`config.mk`:
```
export PLATFORM = sky130hd
export DESIGN_NAME = mc_main_ctrl
export DESIGN_NICKNAME = d
export VERILOG_FILES = /design/src/rtl/mc_main_ctrl.sv
export SDC_FILE = /design/constraint.sdc
export NUM_CORES = 1
export LEC_CHECK = 0
export ABC_AREA = 1
export CAP_MARGIN = 25
export CORE_AREA = 2 2 39 41
export CTS_BUF_LIST = sky130_fd_sc_hd__clkbuf_8
export CTS_CLUSTER_SIZE = 40
export DETAILED_ROUTE_END_ITERATION = 7
export DIE_AREA = 0 0 41 43
export PLACE_DENSITY = 0.86
export RECOVER_POWER = 100
export SKIP_CTS_REPAIR_TIMING = 1
export SYNTH_ARGS = -nofsm -noshare
export SYNTH_HDL_FRONTEND = slang
export SYNTH_SLANG_ARGS = --single-unit
```
`constraint.sdc`:
```
create_clock -name clk -period 2.7 [get_ports clk]
set_input_delay 0.405 -clock clk [delete_from_list [all_inputs] [get_ports clk]]
set_output_delay 0.405 -clock clk [all_outputs]
set_load 0.05 [all_outputs]
```
`src/rtl/mc_main_ctrl.sv`:
```
// Multicycle main-control FSM for the RV64I core: sequences fetch/decode/execute/memory/writeback
// for ld, sd, R-type, I-type and beq, with a memory-ready handshake and illegal-opcode flagging.
//
// state    | meaning
// ---------+----------------------------------------------------------
// FETCH    | read instruction at PC, PC <= PC+4 when memory is ready
// DECODE   | precompute branch target, dispatch on opcode/funct3
// MEMADR   | rs1 + imm address for ld/sd
// MEMREAD  | data read in progress
// MEMWB    | write loaded data to register file
// MEMWRITE | data write in progress
// EXECR    | R-type ALU operation
// EXECI    | I-type ALU operation
// ALUWB    | write ALU result to register file
// BEQ      | compare rs1/rs2, take branch on zero
// ILLEGAL  | one-cycle illegal-opcode flag
// TRAP     | sticky illegal state, left only through reset
module mc_main_ctrl #(
  parameter bit MEM_HANDSHAKE = 1'b1,
  parameter bit ILLEGAL_TRAP  = 1'b1
) (
  input  logic       clk,
  input  logic       rst_n,
  input  logic [6:0] opcode,
  input  logic [2:0] funct3,
  input  logic       zero,
  input  logic       mem_ready,
  output logic [1:0] ImmSrc,
  output logic [1:0] ALUSrcA,
  output logic [1:0] ALUSrcB,
  output logic [1:0] ALUOp,
  output logic [1:0] ResultSrc,
  output logic       AdrSrc,
  output logic       IRWrite,
  output logic       PCWrite,
  output logic       RegWrite,
  output logic       MemWrite,
  output logic       mem_req,
  output logic       illegal
);

  typedef enum logic [3:0] {
    S_FETCH    = 4'd0,
    S_DECODE   = 4'd1,
    S_MEMADR   = 4'd2,
    S_MEMREAD  = 4'd3,
    S_MEMWB    = 4'd4,
    S_MEMWRITE = 4'd5,
    S_EXECR    = 4'd6,
    S_EXECI    = 4'd7,
    S_ALUWB    = 4'd8,
    S_BEQ      = 4'd9,
    S_ILLEGAL  = 4'd10,
    S_TRAP     = 4'd11
  } state_e;

  localparam logic [6:0] OP_LD   = 7'b0000011;
  localparam logic [6:0] OP_SD   = 7'b0100011;
  localparam logic [6:0] OP_RALU = 7'b0110011;
  localparam logic [6:0] OP_IALU = 7'b0010011;
  localparam logic [6:0] OP_BEQ  = 7'b1100011;

  state_e state_q, state_d;

  logic       ready;
  logic [1:0] imm_src_c, alu_src_a_c, alu_src_b_c, alu_op_c, result_src_c;
  logic       adr_src_c, ir_write_c, pc_write_c, reg_write_c, mem_write_c, mem_req_c, illegal_c;

  assign ready = MEM_HANDSHAKE ? mem_ready : 1'b1;

  always_ff @(posedge clk or negedge rst_n) begin
    if (!rst_n) state_q <= S_FETCH;
    else        state_q <= state_d;
  end

  always_comb begin
    state_d      = S_FETCH;
    imm_src_c    = 2'b00;
    alu_src_a_c  = 2'b00;
    alu_src_b_c  = 2'b00;
    alu_op_c     = 2'b00;
    result_src_c = 2'b00;
    adr_src_c    = 1'b0;
    ir_write_c   = 1'b0;
    pc_write_c   = 1'b0;
    reg_write_c  = 1'b0;
    mem_write_c  = 1'b0;
    mem_req_c    = 1'b0;
    illegal_c    = 1'b0;
    case (state_q)
      S_FETCH: begin
        mem_req_c    = 1'b1;
        alu_src_b_c  = 2'b10;
        result_src_c = 2'b10;
        ir_write_c   = ready;
        pc_write_c   = ready;
        state_d      = ready ? S_DECODE : S_FETCH;
      end
      S_DECODE: begin
        alu_src_a_c = 2'b01;
        alu_src_b_c = 2'b01;
        imm_src_c   = 2'b10;
        case (opcode)
          OP_LD, OP_SD: state_d = (funct3 == 3'b011) ? S_MEMADR : S_ILLEGAL;
          OP_RALU:      state_d = S_EXECR;
          OP_IALU:      state_d = S_EXECI;
          OP_BEQ:       state_d = (funct3 == 3'b000) ? S_BEQ : S_ILLEGAL;
          default:      state_d = S_ILLEGAL;
        endcase
      end
      S_MEMADR: begin
        alu_src_a_c = 2'b10;
        alu_src_b_c = 2'b01;
        // opcode bit 5 separates sd (S-format immediate) from ld
        imm_src_c   = opcode[5] ? 2'b01 : 2'b00;
        state_d     = opcode[5] ? S_MEMWRITE : S_MEMREAD;
      end
      S_MEMREAD: begin
        adr_src_c = 1'b1;
        mem_req_c = 1'b1;
        state_d   = ready ? S_MEMWB : S_MEMREAD;
      end
      S_MEMWB: begin
        result_src_c = 2'b01;
        reg_write_c  = 1'b1;
      end
      S_MEMWRITE: begin
        adr_src_c   = 1'b1;
        mem_req_c   = 1'b1;
        mem_write_c = ready;
        state_d     = ready ? S_FETCH : S_MEMWRITE;
      end
      S_EXECR: begin
        alu_src_a_c = 2'b10;
        alu_op_c    = 2'b10;
        state_d     = S_ALUWB;
      end
      S_EXECI: begin
        alu_src_a_c = 2'b10;
        alu_src_b_c = 2'b01;
        alu_op_c    = 2'b10;
        state_d     = S_ALUWB;
      end
      S_ALUWB: reg_write_c = 1'b1;
      S_BEQ: begin
        alu_src_a_c = 2'b10;
        alu_op_c    = 2'b01;
        imm_src_c   = 2'b10;
        pc_write_c  = zero;
      end
      S_ILLEGAL: begin
        illegal_c = 1'b1;
        state_d   = ILLEGAL_TRAP ? S_TRAP : S_FETCH;
      end
      S_TRAP: begin
        illegal_c = 1'b1;
        state_d   = S_TRAP;
      end
      default: state_d = S_FETCH;
    endcase
  end

  // Outputs are gated by rst_n so nothing is asserted while reset is held.
  assign ImmSrc    = rst_n ? imm_src_c    : 2'b00;
  assign ALUSrcA   = rst_n ? alu_src_a_c  : 2'b00;
  assign ALUSrcB   = rst_n ? alu_src_b_c  : 2'b00;
  assign ALUOp     = rst_n ? alu_op_c     : 2'b00;
  assign ResultSrc = rst_n ? result_src_c : 2'b00;
  assign AdrSrc    = rst_n & adr_src_c;
  assign IRWrite   = rst_n & ir_write_c;
  assign PCWrite   = rst_n & pc_write_c;
  assign RegWrite  = rst_n & reg_write_c;
  assign MemWrite  = rst_n & mem_write_c;
  assign mem_req   = rst_n & mem_req_c;
  assign illegal   = rst_n & illegal_c;

endmodule

```
==> results.json <==
{
  "outcome": "completed",
  "whs_ps": 526,
  "htree_levels": 1,
  "numCtsBuffers": 3,
  "antenna_cells": 0,
  "synth_compound_area_share_pct": 10.1,
  "muxShareOfSynthArea_pct": 0,
  "mostFrequentLayoutCell": "nand2_1",
  "overflow": 0,
  "worst_pin_slew_ps": 610,
  "clock_sinks": 4,
  "cts_tree": "done",
  "dpl.hpwl_mm": 1.25,
  "cts.clk_slew.worst_paths_ps": 30,
  "clk-insertion-delay-late_ps": 220,
  "critPathKind": "in2out",
  "finalSetupTns_ps": 0,
  "start_util_pct": 38.3,
  "synth_fa_ha_area_share_pct": 0,
  "hp-class": "in2async",
  "place_ws_ps": 425,
  "syn_nets": 112,
  "postLayoutSetupSlackWorst_ps": 286,
  "hold_viol_final": 0,
  "synth_top_family_by_area": "simple AND/OR/NAND/NOR gates",
  "grt_pass1_vias": 635,
  "grt_usage_pct": 19.7,
  "power.leakage_nw": 0.455,
  "grt_max_degree": 12,
  "synth-xor-area-share_pct": 0,
  "worstPathRequired_ps": 2300,
  "clk_path_buf_depth": 2,
  "nNetsFinal": 145,
  "fin_crit_ps": 2410,
  "p_per_area_nw_per_um2": 892,
  "most-common-layout-cells": "24 x nand2_1, 20 x nor2_1, 15 x inv_1",
  "wl_per_cell_um": 10.3,
  "routed-via-count": 714,
  "drv_cap": 0,
  "synth_cell_types": 19,
  "start_kind": "input port",
  "die_w_um": 41,
  "drive_gt1_share_pct": 19.4,
  "drt-total-wl_mm": 1.50,
  "gp_congestion": 0.880,
  "syn_avg_cell_area_um2": 5.41,
  "core_area_um2": 1380,
  "ys_ff_latch": 4,
  "clock.fmax_mhz": 414,
  "fin_crit_sh_pct": 89.4,
  "grt_pass1_wl_mm": 2.36,
  "largest_reg_flops": 4,
  "seq_area_frac_synth_pct": 18.9,
  "drt_iter0_markers": 22,
  "drc": 0,
  "cts_root_buf": "clkbuf_8",
  "rsz0062_at_grt": "false",
  "via_per_inst": 4.92,
  "cp-end-kind": "output port",
  "reg_top3": "state_q: 4 flops",
  "rows": 14,
  "io-pin-count": 31,
  "syn_area_um2": 531,
  "areaGrowthSynthToFinish_pct": 73.6,
  "crit_arrival_ps": 2010,
  "chipHeight_um": 43,
  "yosys.area_share.simple_pct": 54.7,
  "die_area_um2": 1760,
  "final_util_pct": 66.5,
  "maxSlewHeadroom_pct": 59.5,
  "top_register": "state_q",
  "timing_max_transition_violations_final": 0,
  "fin_skew_ps": 4.03,
  "setup_viol": 0,
  "fill_cells": 135,
  "antenna_found_initial": 0,
  "drt_first_pass_iters": 4,
  "synth_warnings": 0,
  "crit_fanout": 11,
  "port_buffers": 30,
  "ir_drop_uv": 478,
  "final_antenna_net_count": 0,
  "synth_cells": 98
}
[final timing paths]
kind	start	end	slack [ps]	cells after the start
hold reg to reg	state_q[0]$_DFF_PN0_	state_q[1]$_DFF_PN0_	750	4
setup / recovery	rst_n	ALUSrcA[0]	290	4
hold / removal	rst_n	state_q[1]$_DFF_PN0_	530	1
max in group asynchronous	rst_n	state_q[2]$_DFF_PN0_	1930	1
min in group clk	state_q[0]$_DFF_PN0_	state_q[1]$_DFF_PN0_	750	4
setup reg to reg	state_q[3]$_DFF_PN0_	state_q[1]$_DFF_PN0_	1550	5
[synth_stat cells (all sizes together)]
library cell	instances	area (um^2)
nand2	27	114
a31oi	2	12.5
nand3	9	50.1
dfrtp	4	100
o21ai	7	35.0
clkbuf	1	3.75
buf	1	7.51
o22ai	1	6.26
nor3	1	5.00
nor2	24	115
inv	20	75.1
nand4	1	6.26
[report_power, final]
| part | internal (mW) | switching, mW |
|---|---|---|
| Clock | 0.0947 | 0.0281 |
| Combinational | 0.194 | 0.387 |
| Sequential | 0.0832 | 0.0338 |
| Total | 0.372 | 0.449 |
[layout make-up]
class,instances,area [um^2],share of cell area (%)
tap,16,20.0,2.17
timing repair buffer,30,340,37.0
sequential,4,100,10.9
clock buffer,3,41.3,4.48
inverter,20,75.1,8.15
multi-input combinational,72,344,37.4
[per-stage QoR]
| stage | cell area, um^2 | instances | power [mW] |
|---|---|---|---|
| 2_1_floorplan | 531 | 98 | 0.511 |
| 3_3_place_gp | 935 | 142 | 0.728 |
| 3_5_place_dp | 935 | 142 | 0.740 |
| 4_1_cts | 976 | 145 | 0.865 |
| 5_1_grt | 921 | 145 | 0.869 |
| 6_report | 921 | 145 | 0.822 |
[metal layers]
| metal | share of wire [%] | wire length, um | GRT usage [%] |
|---|---|---|---|
| met1 | 35 | 520 | 19.0 |
| met2 | 52 | 783 | 35.9 |
| met3 | 9.6 | 144 | 3.66 |
| met4 | 3.2 | 48 | 10.0 |
| met5 | 0 | 0 | 0 |
[cells by family after synthesis]
kind of cell,count (synthesis)
buf+inv,22
flops,4
simple gates,62
compound gates,10
[critical path, cell delays in order]
cell and delay [ps]:
dlygate4sd3_1 730, inv_1 240, nor2_1 140, clkbuf_1 480
Note: power is estimated with default switching activity, not from simulation.
